**src/rtl/memcache_pkg.sv**
```systemverilog
// Shared constants, state encoding and output payload for the memcache key extractor.
package memcache_pkg;

    localparam logic [7:0]  REQ_MAGIC     = 8'h80;
    localparam int unsigned MAX_KEY_BYTES = 12;
    localparam int unsigned KEY_W         = 8 * MAX_KEY_BYTES;

    localparam int unsigned OFF_OPCODE    = 1;
    localparam int unsigned OFF_KEYLEN    = 2;
    localparam int unsigned OFF_EXTLEN    = 4;
    localparam int unsigned OFF_BODYLEN   = 8;
    localparam int unsigned HDR_LEN       = 24;

    typedef enum logic [2:0] {
        IDLE,
        HDR,
        EXTRAS,
        KEY,
        VALUE,
        SKIP
    } state_e;

    // Payload handed to lookup3 on the key_valid pulse.
    typedef struct packed {
        logic [7:0]  len;
        logic [31:0] k0;
        logic [31:0] k1;
        logic [31:0] k2;
        logic [7:0]  opcode;
    } key_out_t;

endpackage

```
**src/rtl/mc_key_packer.sv**
```systemverilog
// Little-endian key lane packer: byte idx lands in k[idx/4][8*(idx%4)+:8].
module mc_key_packer
    import memcache_pkg::*;
(
    input  logic             clk,
    input  logic             rst_n,
    input  logic             clr_i,
    input  logic             wr_en_i,
    input  logic [3:0]       idx_i,
    input  logic [7:0]       byte_i,
    output logic [KEY_W-1:0] key_c
);

    logic [KEY_W-1:0] key_q;

    // Next packed value, visible in the same cycle as the byte being written.
    always_comb begin
        key_c = key_q;
        if (clr_i) begin
            key_c = '0;
        end else if (wr_en_i && (idx_i < 4'(MAX_KEY_BYTES))) begin
            key_c[{idx_i, 3'b000} +: 8] = byte_i;
        end
    end

    // Packing buffer register.
    always_ff @(posedge clk or negedge rst_n) begin
        if (!rst_n) key_q <= '0;
        else        key_q <= key_c;
    end

endmodule

```
**src/rtl/mc_key_extract.sv**
```systemverilog
// Memcache binary request parser: extracts up to 12 key bytes for lookup3.
module mc_key_extract
    import memcache_pkg::*;
(
    input  logic        CLK,
    input  logic        RST,
    input  logic [7:0]  din,
    input  logic        din_valid,
    input  logic        din_sof,
    output logic        key_valid,
    output logic [7:0]  key_length,
    output logic [31:0] k0,
    output logic [31:0] k1,
    output logic [31:0] k2,
    output logic [7:0]  opcode,
    output logic        err,
    output logic        key_too_long
);

    state_e            state_q, state_d;
    logic [4:0]        hdr_cnt_q, hdr_cnt_d;
    logic [7:0]        opc_q, opc_d;
    logic [15:0]       keylen_q, keylen_d;
    logic [7:0]        extlen_q, extlen_d;
    logic [31:0]       bodylen_q, bodylen_d;
    logic [7:0]        ext_cnt_q, ext_cnt_d;
    logic [3:0]        idx_q, idx_d;
    logic [31:0]       rem_q, rem_d;
    logic              lost_q, lost_d;
    key_out_t          out_q, out_d;
    logic              key_valid_q, key_valid_d;
    logic              err_q, err_d;
    logic              ktl_q, ktl_d;

    logic              pk_clr_c, pk_wr_c;
    logic [KEY_W-1:0]  key_c;
    logic [16:0]       len_sum_c;
    logic              bad_keylen_c;
    logic [31:0]       value_rem_c;

    // Packer controls kept outside the FSM block so its result can feed the output register.
    assign pk_clr_c = din_valid && din_sof && (din == REQ_MAGIC);
    assign pk_wr_c  = din_valid && !din_sof && (state_q == KEY);

    mc_key_packer u_packer (
        .clk     (CLK),
        .rst_n   (RST),
        .clr_i   (pk_clr_c),
        .wr_en_i (pk_wr_c),
        .idx_i   (idx_q),
        .byte_i  (din),
        .key_c   (key_c)
    );

    assign len_sum_c    = 17'(keylen_q) + 17'(extlen_q);
    assign bad_keylen_c = (keylen_q == 16'd0) || (keylen_q > 16'(MAX_KEY_BYTES));
    assign value_rem_c  = bodylen_q - 32'(extlen_q) - 32'(keylen_q);

    // Next-state and output decode.
    always_comb begin
        state_d     = state_q;
        hdr_cnt_d   = hdr_cnt_q;
        opc_d       = opc_q;
        keylen_d    = keylen_q;
        extlen_d    = extlen_q;
        bodylen_d   = bodylen_q;
        ext_cnt_d   = ext_cnt_q;
        idx_d       = idx_q;
        rem_d       = rem_q;
        lost_d      = lost_q;
        out_d       = out_q;
        key_valid_d = 1'b0;
        err_d       = 1'b0;
        ktl_d       = 1'b0;

        if (din_valid) begin
            if (din_sof) begin
                // A frame already flagged by a bad magic is not reported a second time.
                if ((state_q != IDLE) && !((state_q == SKIP) && lost_q)) err_d = 1'b1;
                if (din == REQ_MAGIC) begin
                    state_d   = HDR;
                    hdr_cnt_d = 5'd1;
                    keylen_d  = '0;
                    extlen_d  = '0;
                    bodylen_d = '0;
                    lost_d    = 1'b0;
                end else begin
                    err_d     = 1'b1;
                    state_d   = SKIP;
                    rem_d     = '0;
                    lost_d    = 1'b1;
                end
            end else begin
                unique case (state_q)
                    IDLE: ;
                    HDR: begin
                        hdr_cnt_d = hdr_cnt_q + 5'd1;
                        if (hdr_cnt_q == 5'(OFF_OPCODE))     opc_d = din;
                        if (hdr_cnt_q == 5'(OFF_KEYLEN))     keylen_d[15:8] = din;
                        if (hdr_cnt_q == 5'(OFF_KEYLEN + 1)) keylen_d[7:0]  = din;
                        if (hdr_cnt_q == 5'(OFF_EXTLEN))     extlen_d = din;
                        if ((hdr_cnt_q >= 5'(OFF_BODYLEN)) && (hdr_cnt_q < 5'(OFF_BODYLEN + 4)))
                            bodylen_d = {bodylen_q[23:0], din};
                        if (hdr_cnt_q == 5'(HDR_LEN - 1)) begin
                            if ((32'(len_sum_c) > bodylen_q) || bad_keylen_c) begin
                                err_d   = !bad_keylen_c || (32'(len_sum_c) > bodylen_q);
                                ktl_d   = !err_d;
                                rem_d   = bodylen_q;
                                state_d = (bodylen_q == 32'd0) ? IDLE : SKIP;
                            end else begin
                                idx_d     = '0;
                                ext_cnt_d = extlen_q;
                                state_d   = (extlen_q == 8'd0) ? KEY : EXTRAS;
                            end
                        end
                    end
                    EXTRAS: begin
                        ext_cnt_d = ext_cnt_q - 8'd1;
                        if (ext_cnt_q <= 8'd1) state_d = KEY;
                    end
                    KEY: begin
                        if (idx_q == 4'(keylen_q - 16'd1)) begin
                            out_d.len    = 8'(keylen_q);
                            out_d.k0     = key_c[31:0];
                            out_d.k1     = key_c[63:32];
                            out_d.k2     = key_c[95:64];
                            out_d.opcode = opc_q;
                            key_valid_d  = 1'b1;
                            rem_d        = value_rem_c;
                            state_d      = (value_rem_c == 32'd0) ? IDLE : VALUE;
                        end else begin
                            idx_d = idx_q + 4'd1;
                        end
                    end
                    VALUE, SKIP: begin
                        // A frame that lost sync waits for the next sof.
                        if (!lost_q) begin
                            rem_d = rem_q - 32'd1;
                            if (rem_q <= 32'd1) state_d = IDLE;
                        end
                    end
                    default: state_d = IDLE;
                endcase
            end
        end
    end

    // State and output registers.
    always_ff @(posedge CLK or negedge RST) begin
        if (!RST) begin
            state_q     <= IDLE;
            hdr_cnt_q   <= '0;
            opc_q       <= '0;
            keylen_q    <= '0;
            extlen_q    <= '0;
            bodylen_q   <= '0;
            ext_cnt_q   <= '0;
            idx_q       <= '0;
            rem_q       <= '0;
            lost_q      <= 1'b0;
            out_q       <= '0;
            key_valid_q <= 1'b0;
            err_q       <= 1'b0;
            ktl_q       <= 1'b0;
        end else begin
            state_q     <= state_d;
            hdr_cnt_q   <= hdr_cnt_d;
            opc_q       <= opc_d;
            keylen_q    <= keylen_d;
            extlen_q    <= extlen_d;
            bodylen_q   <= bodylen_d;
            ext_cnt_q   <= ext_cnt_d;
            idx_q       <= idx_d;
            rem_q       <= rem_d;
            lost_q      <= lost_d;
            out_q       <= out_d;
            key_valid_q <= key_valid_d;
            err_q       <= err_d;
            ktl_q       <= ktl_d;
        end
    end

    assign key_valid    = key_valid_q;
    assign key_length   = out_q.len;
    assign k0           = out_q.k0;
    assign k1           = out_q.k1;
    assign k2           = out_q.k2;
    assign opcode       = out_q.opcode;
    assign err          = err_q;
    assign key_too_long = ktl_q;

endmodule
```
**config.mk**
```make
export PLATFORM = sky130hd
export DESIGN_NAME = mc_key_extract
export DESIGN_NICKNAME = d
export VERILOG_FILES = /design/src/rtl/memcache_pkg.sv /design/src/rtl/mc_key_packer.sv /design/src/rtl/mc_key_extract.sv
export SDC_FILE = /design/constraint.sdc
export NUM_CORES = 1
export LEC_CHECK = 0
export ABC_AREA = 1
export BUFFER_PORTS_ARGS = -buffer_cell sky130_fd_sc_hd__buf_2
export CAP_MARGIN = 20
export CELL_PAD_IN_SITES_DETAIL_PLACEMENT = 1
export CELL_PAD_IN_SITES_GLOBAL_PLACEMENT = 1
export CORE_MARGIN = 2
export CORE_UTILIZATION = 35
export DETAILED_ROUTE_END_ITERATION = 8
export GPL_TIMING_DRIVEN = 0
export PLACE_DENSITY_LB_ADDON = 0.25
export REMOVE_ABC_BUFFERS = 1
export SLEW_MARGIN = 20
export SYNTH_ARGS = -nofsm -noshare
export SYNTH_HDL_FRONTEND = slang
export SYNTH_SLANG_ARGS = --single-unit
export TNS_END_PERCENT = 10
```
**constraint.sdc**
```tcl
create_clock -name CLK -period 4.4 [get_ports CLK]
set_input_delay 0 -clock CLK [delete_from_list [all_inputs] [get_ports CLK]]
set_output_delay 0 -clock CLK [all_outputs]
set_load 0.05 [all_outputs]
```
; Word level (Yosys, flattened, before mapping)
; Cells that the tools add are included.
[op_classes]
n_addsub = 9
n_lt_le_gt_ge = 7
n_eq_ne = 24
n_shift = 2
n_mux = 62
n_bitwise = 1
reduce_logical = 42
[op_table]
columns = op, n
row1 = 32-bit two-way mux, 10
row2 = 96-bit two-way mux, 2
row3 = 96-bit bitwise mux, 1
row4 = 32-bit case mux with 3 select lines, 1
row5 = "8-bit by 9-bit variable shift with 96-bit output, first input constant", 1
row6 = 8-bit by 9-bit indexed part select with 96-bit output, 1
row7 = 32-bit logical NOT, 2
row8 = 8-bit two-way mux, 8
row9 = 16-bit two-way mux, 3
row10 = 17-bit by 32-bit greater-than comparator with 1-bit output, 1
row11 = "32-bit by 1-bit <= comparator with 1-bit output, second input constant", 1
row12 = "32-bit by 1-bit subtractor with 32-bit output, second input constant", 1
row13 = 32-bit by 16-bit subtractor with 32-bit output, 1
row14 = 32-bit by 8-bit subtractor with 32-bit output, 1
row15 = 3-bit two-way mux, 10
row16 = 4-bit AND reduction, 6
row17 = 1-bit two-way mux, 18
row18 = 16-bit by 8-bit adder with 17-bit output, 1
row19 = "16-bit by 4-bit greater-than comparator with 1-bit output, second input constant", 1
row20 = 16-bit logical NOT, 1
row21 = 8-bit case mux with 2 select lines, 1
row22 = 5-bit two-way mux, 3
row23 = "3-bit inequality test, second input constant", 5
row24 = 3-bit case mux with 5 select lines, 1
row25 = other kinds (38), 66
[totals]
regBits = 328
inputBits = 12
out_inout_bits = 115
elab_cells = 167

; Depth between registers and ports, before layout
[depth]
depth_word = 10
ltp_mapped = 31
mapped_depth_nobuf = 30

; Modules after synthesis
; Synthesis repeated with hierarchy kept, for this count alone.
[unflattened]
hier_cells = 2639
hier_area_um2 = 19052.0
[by_module_without_submodules]
columns = mod, n_inst, cells_per_inst, area_per_inst_um2, seq_area_each_um2
row1 = mc_key_extract, 1, 1981, 14241.2, 5805.6
row2 = mc_key_packer, 1, 658, 4810.9, 2402.3

; Least setup slack after synthesis
; Ideal clock, no wire load.
[synth_path]
path_kind = register -> register
from = register extlen_q[0]
to = register rem_q[9]
setup_time_ps = 125
arrival_ps = 3857
required_ps = 4275
setup_slack_ps = 418
path_stages_with_launch = 31
n_path_buf = 2
period_less_slack_ps = 3982
cell_sequence = dfrtp_1 > ha_1 > inv_1 > fa_1 > o21ai_1 > a21oi_1 > o21bai_1 > a21oi_1 > o21bai_1 > nand2_1 > nor2_1 > nand3_1 > nor2_1 > xor2_1 > ha_1 > nand2_1 > inv_1 > nand3_1 > or2_0 > o21ai_0 > nand2_1 > nand2_1 > nand2_1 > nand2_1 > inv_1 > nand2_1 > nand2_2 > buf_6 > inv_2 > buf_4 > o21ai_1
[synth_via]
elab_chain_cells = 5
elab_cells_between_ends = 10
cone_classes = 3 x add/sub / 1 x order compare / 1 x eq/ne / 3 x mux / 2 x reduce/logical
[synth_rtl]
columns = item, line
row1 = "start, declared", mc_key_extract.sv:24  ; logic [7:0] extlen_q, extlen_d;
row2 = "start signal, assigned", mc_key_extract.sv:170  ; extlen_q <= extlen_d;
row3 = 32-bit by 8-bit subtractor with 32-bit output / 16-bit by 8-bit adder with 17-bit output (equally long branches), "mc_key_extract.sv:57, mc_key_extract.sv:55"
row4 = 32-bit by 16-bit subtractor with 32-bit output / 17-bit by 32-bit greater-than comparator with 1-bit output (equally long branches), "mc_key_extract.sv:57, mc_key_extract.sv:105"
row5 = 32-bit two-way mux / 1-bit logical OR (equally long branches), "mc_key_extract.sv:122, mc_key_extract.sv:105"
row6 = 32-bit case mux with 3 select lines / 3-bit inequality test (equally long branches), -
row7 = 32-bit two-way mux / 7-bit AND reduction (equally long branches), -
row8 = "end signal, assigned", mc_key_extract.sv:174  ; rem_q <= rem_d;
row9 = "end, declared", mc_key_extract.sv:28  ; logic [31:0] rem_q, rem_d;
; Several ways; a longest one is shown, not always the timed one. The select of a mux whose other input is x is not followed.
; A chain may end at the register's enable or synchronous reset.

; Worst setup path after layout
[layout_path]
from = register extlen_q[0]
to = register rem_q[26]
; The elaborated chain is that of the path after synthesis.

==> metrics.yaml <==
grt:
  grt-ovfl-total: 0
  grt_pass1_vias: 17300
  grt_usage_pct: 22.8
  grt_start_max_net_pins: 97
  antenna_found_initial: 0
  grt_pass1_wl_mm: 96.5
status:
  violations: "negative setup slack"
  outcome: "finished, violations left"
route:
  drt_drc_violations_left: 0
  dr.pass1.iters: 5
  drt_iter0_drc: 821
  vias: 16300
  wire_per_inst_um: 19.0
  postRouteAntennaNets: 0
  finalWirelength_mm: 60.6
  viasPerCell: 5.11
worst_hold_path:
  hp-class: "input pin to flip-flop"
logic_synthesis:
  ys_seq_elements: 328
  yosys.area.top_type: "dfrtp_1"
  synth_top_area_share_pct: 45.5
  synth_warnings: 0
  synthFlopType: "dfrtp_1"
  synth-edff-count: 0
  ys_seq_area_share_pct: 45.5
  async_reset_ff_share_pct: 100
  yosys-top-cells-area: "dfrtp_1, nand2_1, inv_1"
  syn_area_um2: 18100
  postSynthCellCount: 2339
  synth_cell_types: 52
  syn_avg_cell_area_um2: 7.72
power:
  intPower_w: 0.00728
  leakagePower_nw: 11.2
  p_seq_share_pct: 29.5
  switching_share_pct: 45.0
  clkPwrFrac_pct: 25.8
  power_frac_comb_pct: 44.7
  vdd_drop_max_v: 0.000339
  switching_power_w: 0.00596
  p_per_area_nw_per_um2: 618
clock_tree:
  insertion_delay_ns: 0.58
  cts_buffer_depth: 3
  path_clk_slew_ns: 0.06
  cts.sinks: 328
  cts_root_buffer: "clkbuf_16"
  htreeDepth: 2
  cts_tree: "done"
  numCtsBuffers: 40
floorplanning:
  fp.dieH_um: 231
  pin_count: 127
  std_cell_rows: 83
  initial_core_util_pct: 35.3
  core_um2: 51200
  die_x_um: 231
  die_area_um2: 53400
sta:
  tightest_slew_ns: 1.08
  setup_viol: 16
  setup_tns_ns: -0.501
  clock_skew_ns: 0.0279
  fmax_ghz: 0.224
  maxSlewViolCount: 0
  relSlewSlack_pct: 27.7
  fin_crit_sh_pct: 101
  finalWorstSetupSlack_ns: -0.0641
  period_minus_slack_ns: 4.46
  hold_violations: 0
  holdWs_ns: 0.0427
  rsz0062_at_grt: "true"
critical_path:
  end_kind: "flip-flop"
  worstSetupStartpointType: "flip-flop"
  cp.arrival_ns: 4.95
  cp.required_ns: 4.89
  worst_path_max_delay_cell: "dfrtp_2"
  critPathKind: "flip-flop to flip-flop"
  critical_path.max_stage_delay_ns: 0.40
  cp_max_fo: 8
flow_run:
  max_cap_viol_count: 0
final_layout:
  drive_gt1_share_pct: 13.6
  fin_util_pct: 41.9
  syn2layout_area_growth_pct: 18.7
  nNetsFinal: 2578
  diodes: 0
  finalInstanceArea_um2: 21400
place:
  placed_cell_area_um2: 19500
  io_buffers: 126
  gp_congestion: 0.902
  hpwlAfterDp_mm: 43.4
## logic make-up after synthesis
logic type	Yosys count	synth area share (%)
DFF	328	45.5
xor gates and xnor gates	38	1.84
adders and majority gates	82	6.10
and+or+nand+nor	1086	24.8
buffers and inverters	371	8.17
muxes	9	0.499
AOI/OAI and AO/OA	425	13.1
## synthesized netlist by cell type, types with 2 or more instances
library cell and n:
o22ai_1 34, nor3b_1 2, mux2i_1 9, dfrtp_1 328, a21oi_2 3, buf_4 7, nand4_1 26, a32oi_1 2
o221ai_1 8, a22oi_1 2, clkinv_1 2, nand3_2 2, buf_6 3, buf_2 27, nor2_4 7, o21ai_1 42
a32o_1 2, a311oi_1 7, inv_2 19, xor2_1 26, fa_1 10, nand2_1 725, inv_1 273, o21ai_0 166
or2_2 6, nor2_2 10, xnor2_1 12, o211ai_1 6, nand2_2 4, a211oi_1 6, ha_1 72, nor4_1 10
clkbuf_1 40, a31oi_1 3, nor4_2 2, a21oi_1 128, o21bai_1 2, nor3_1 36, nor2_1 172, nand3_1 79
o211a_1 6, o2111ai_1 3
## layout by cell type, fill, tap and decap left out, types with 24 or more instances in the layout
cell	Yosys	layout
nand2_1	725	717
dfrtp_1	328	324
inv_1	273	265
nor2_1	172	168
o21ai_0	166	157
a21oi_1	128	125
buf_2	27	125
nand3_1	79	74
ha_1	72	69
clkbuf_16	0	41
o21ai_1	42	39
nor3_1	36	34
o22ai_1	34	34
nand4_1	26	26
xor2_1	26	26
inv_2	19	24
buf_4	7	24
## critical path, delay by kind of cell, from the launching register on
family                     cells  cell delay (ns)
AOI/OAI and AO/OA              8             1.09
xor gates and xnor gates       1             0.15
adders and majority gates      3             0.79
buffers and inverters          6             0.56
DFF                            1             0.40
and+or+nand+nor               12             1.42
## state kept, by name (all words and copies together) (netlist names), 16 cells and up
name and count:
k1 32, u_packer.key_q 96, k2 32, rem_q 32, bodylen_q 32, k0 32, keylen_q 16
## per-stage QoR
| step | power (W) | worst slack [ns] | cells |
|---|---|---|---|
| 6_report | 0.0132 | -0.0641 | 3194 |
| 3_3_place_gp | 0.00935 | -4.57 | 3068 |
| 4_1_cts | 0.0132 | 0.0186 | 3182 |
| 3_5_place_dp | 0.00956 | -1.47 | 3079 |
| 2_1_floorplan | 0.00766 | -0.763 | 2262 |
| 5_1_grt | 0.0142 | -0.305 | 3194 |
## final timing paths
check	start	end	slack, ns	depth (start not counted)
min in group asynchronous	RST	bodylen_q[30]	0.53	4
setup reg to reg	extlen_q[0]	rem_q[26]	-0.06	30
hold reg to reg	k0[13]	k0[13]	0.47	2
hold / removal	din_sof	state_q[2]	0.04	3
max in group asynchronous	RST	u_packer.key_q[31]	2.97	5
setup / recovery	extlen_q[0]	rem_q[26]	-0.06	30
## layout make-up
cell class                 count  area [um2]
fill                        6249       29800
multi-input combinational   1642        8630
sequential                   328        8210
timing repair buffer         178        1290
clock buffer                  58        1160
inverter                     294        1110
tap                          680         851
clock inverter                14         184
## per-layer routing
| metal | global-route usage, % | share of wire [%] |
|---|---|---|
| met3 | 3.49 | 3.6 |
| met5 | 0 | 0 |
| met4 | 7.04 | 2.6 |
| met1 | 29.9 | 45 |
| met2 | 38.8 | 49 |
## power groups by stage
stage	Combinational, W	Sequential [W]	Clock (W)
2_1_floorplan	0.00376	0.00389	0
3_3_place_gp	0.00542	0.00393	0
3_5_place_dp	0.00561	0.00395	0
4_1_cts	0.00581	0.00390	0.00349
5_1_grt	0.00662	0.00397	0.00362
6_report	0.00591	0.00391	0.00342
## what timing repair did
| action | 4_1_cts | 5_1_grt |
|---|---|---|
| gates resized for setup | 34 | 41 |
| setup buffers | 16 | 11 |
| hold buffers | 13 | 0 |
| setup endpoints to repair | 49 | 48 |
| pin swaps | 8 | 22 |
| hold endpoints to repair | 152 | 0 |
| cloned | 2 | 1 |
(Power assumes the default switching activity.)
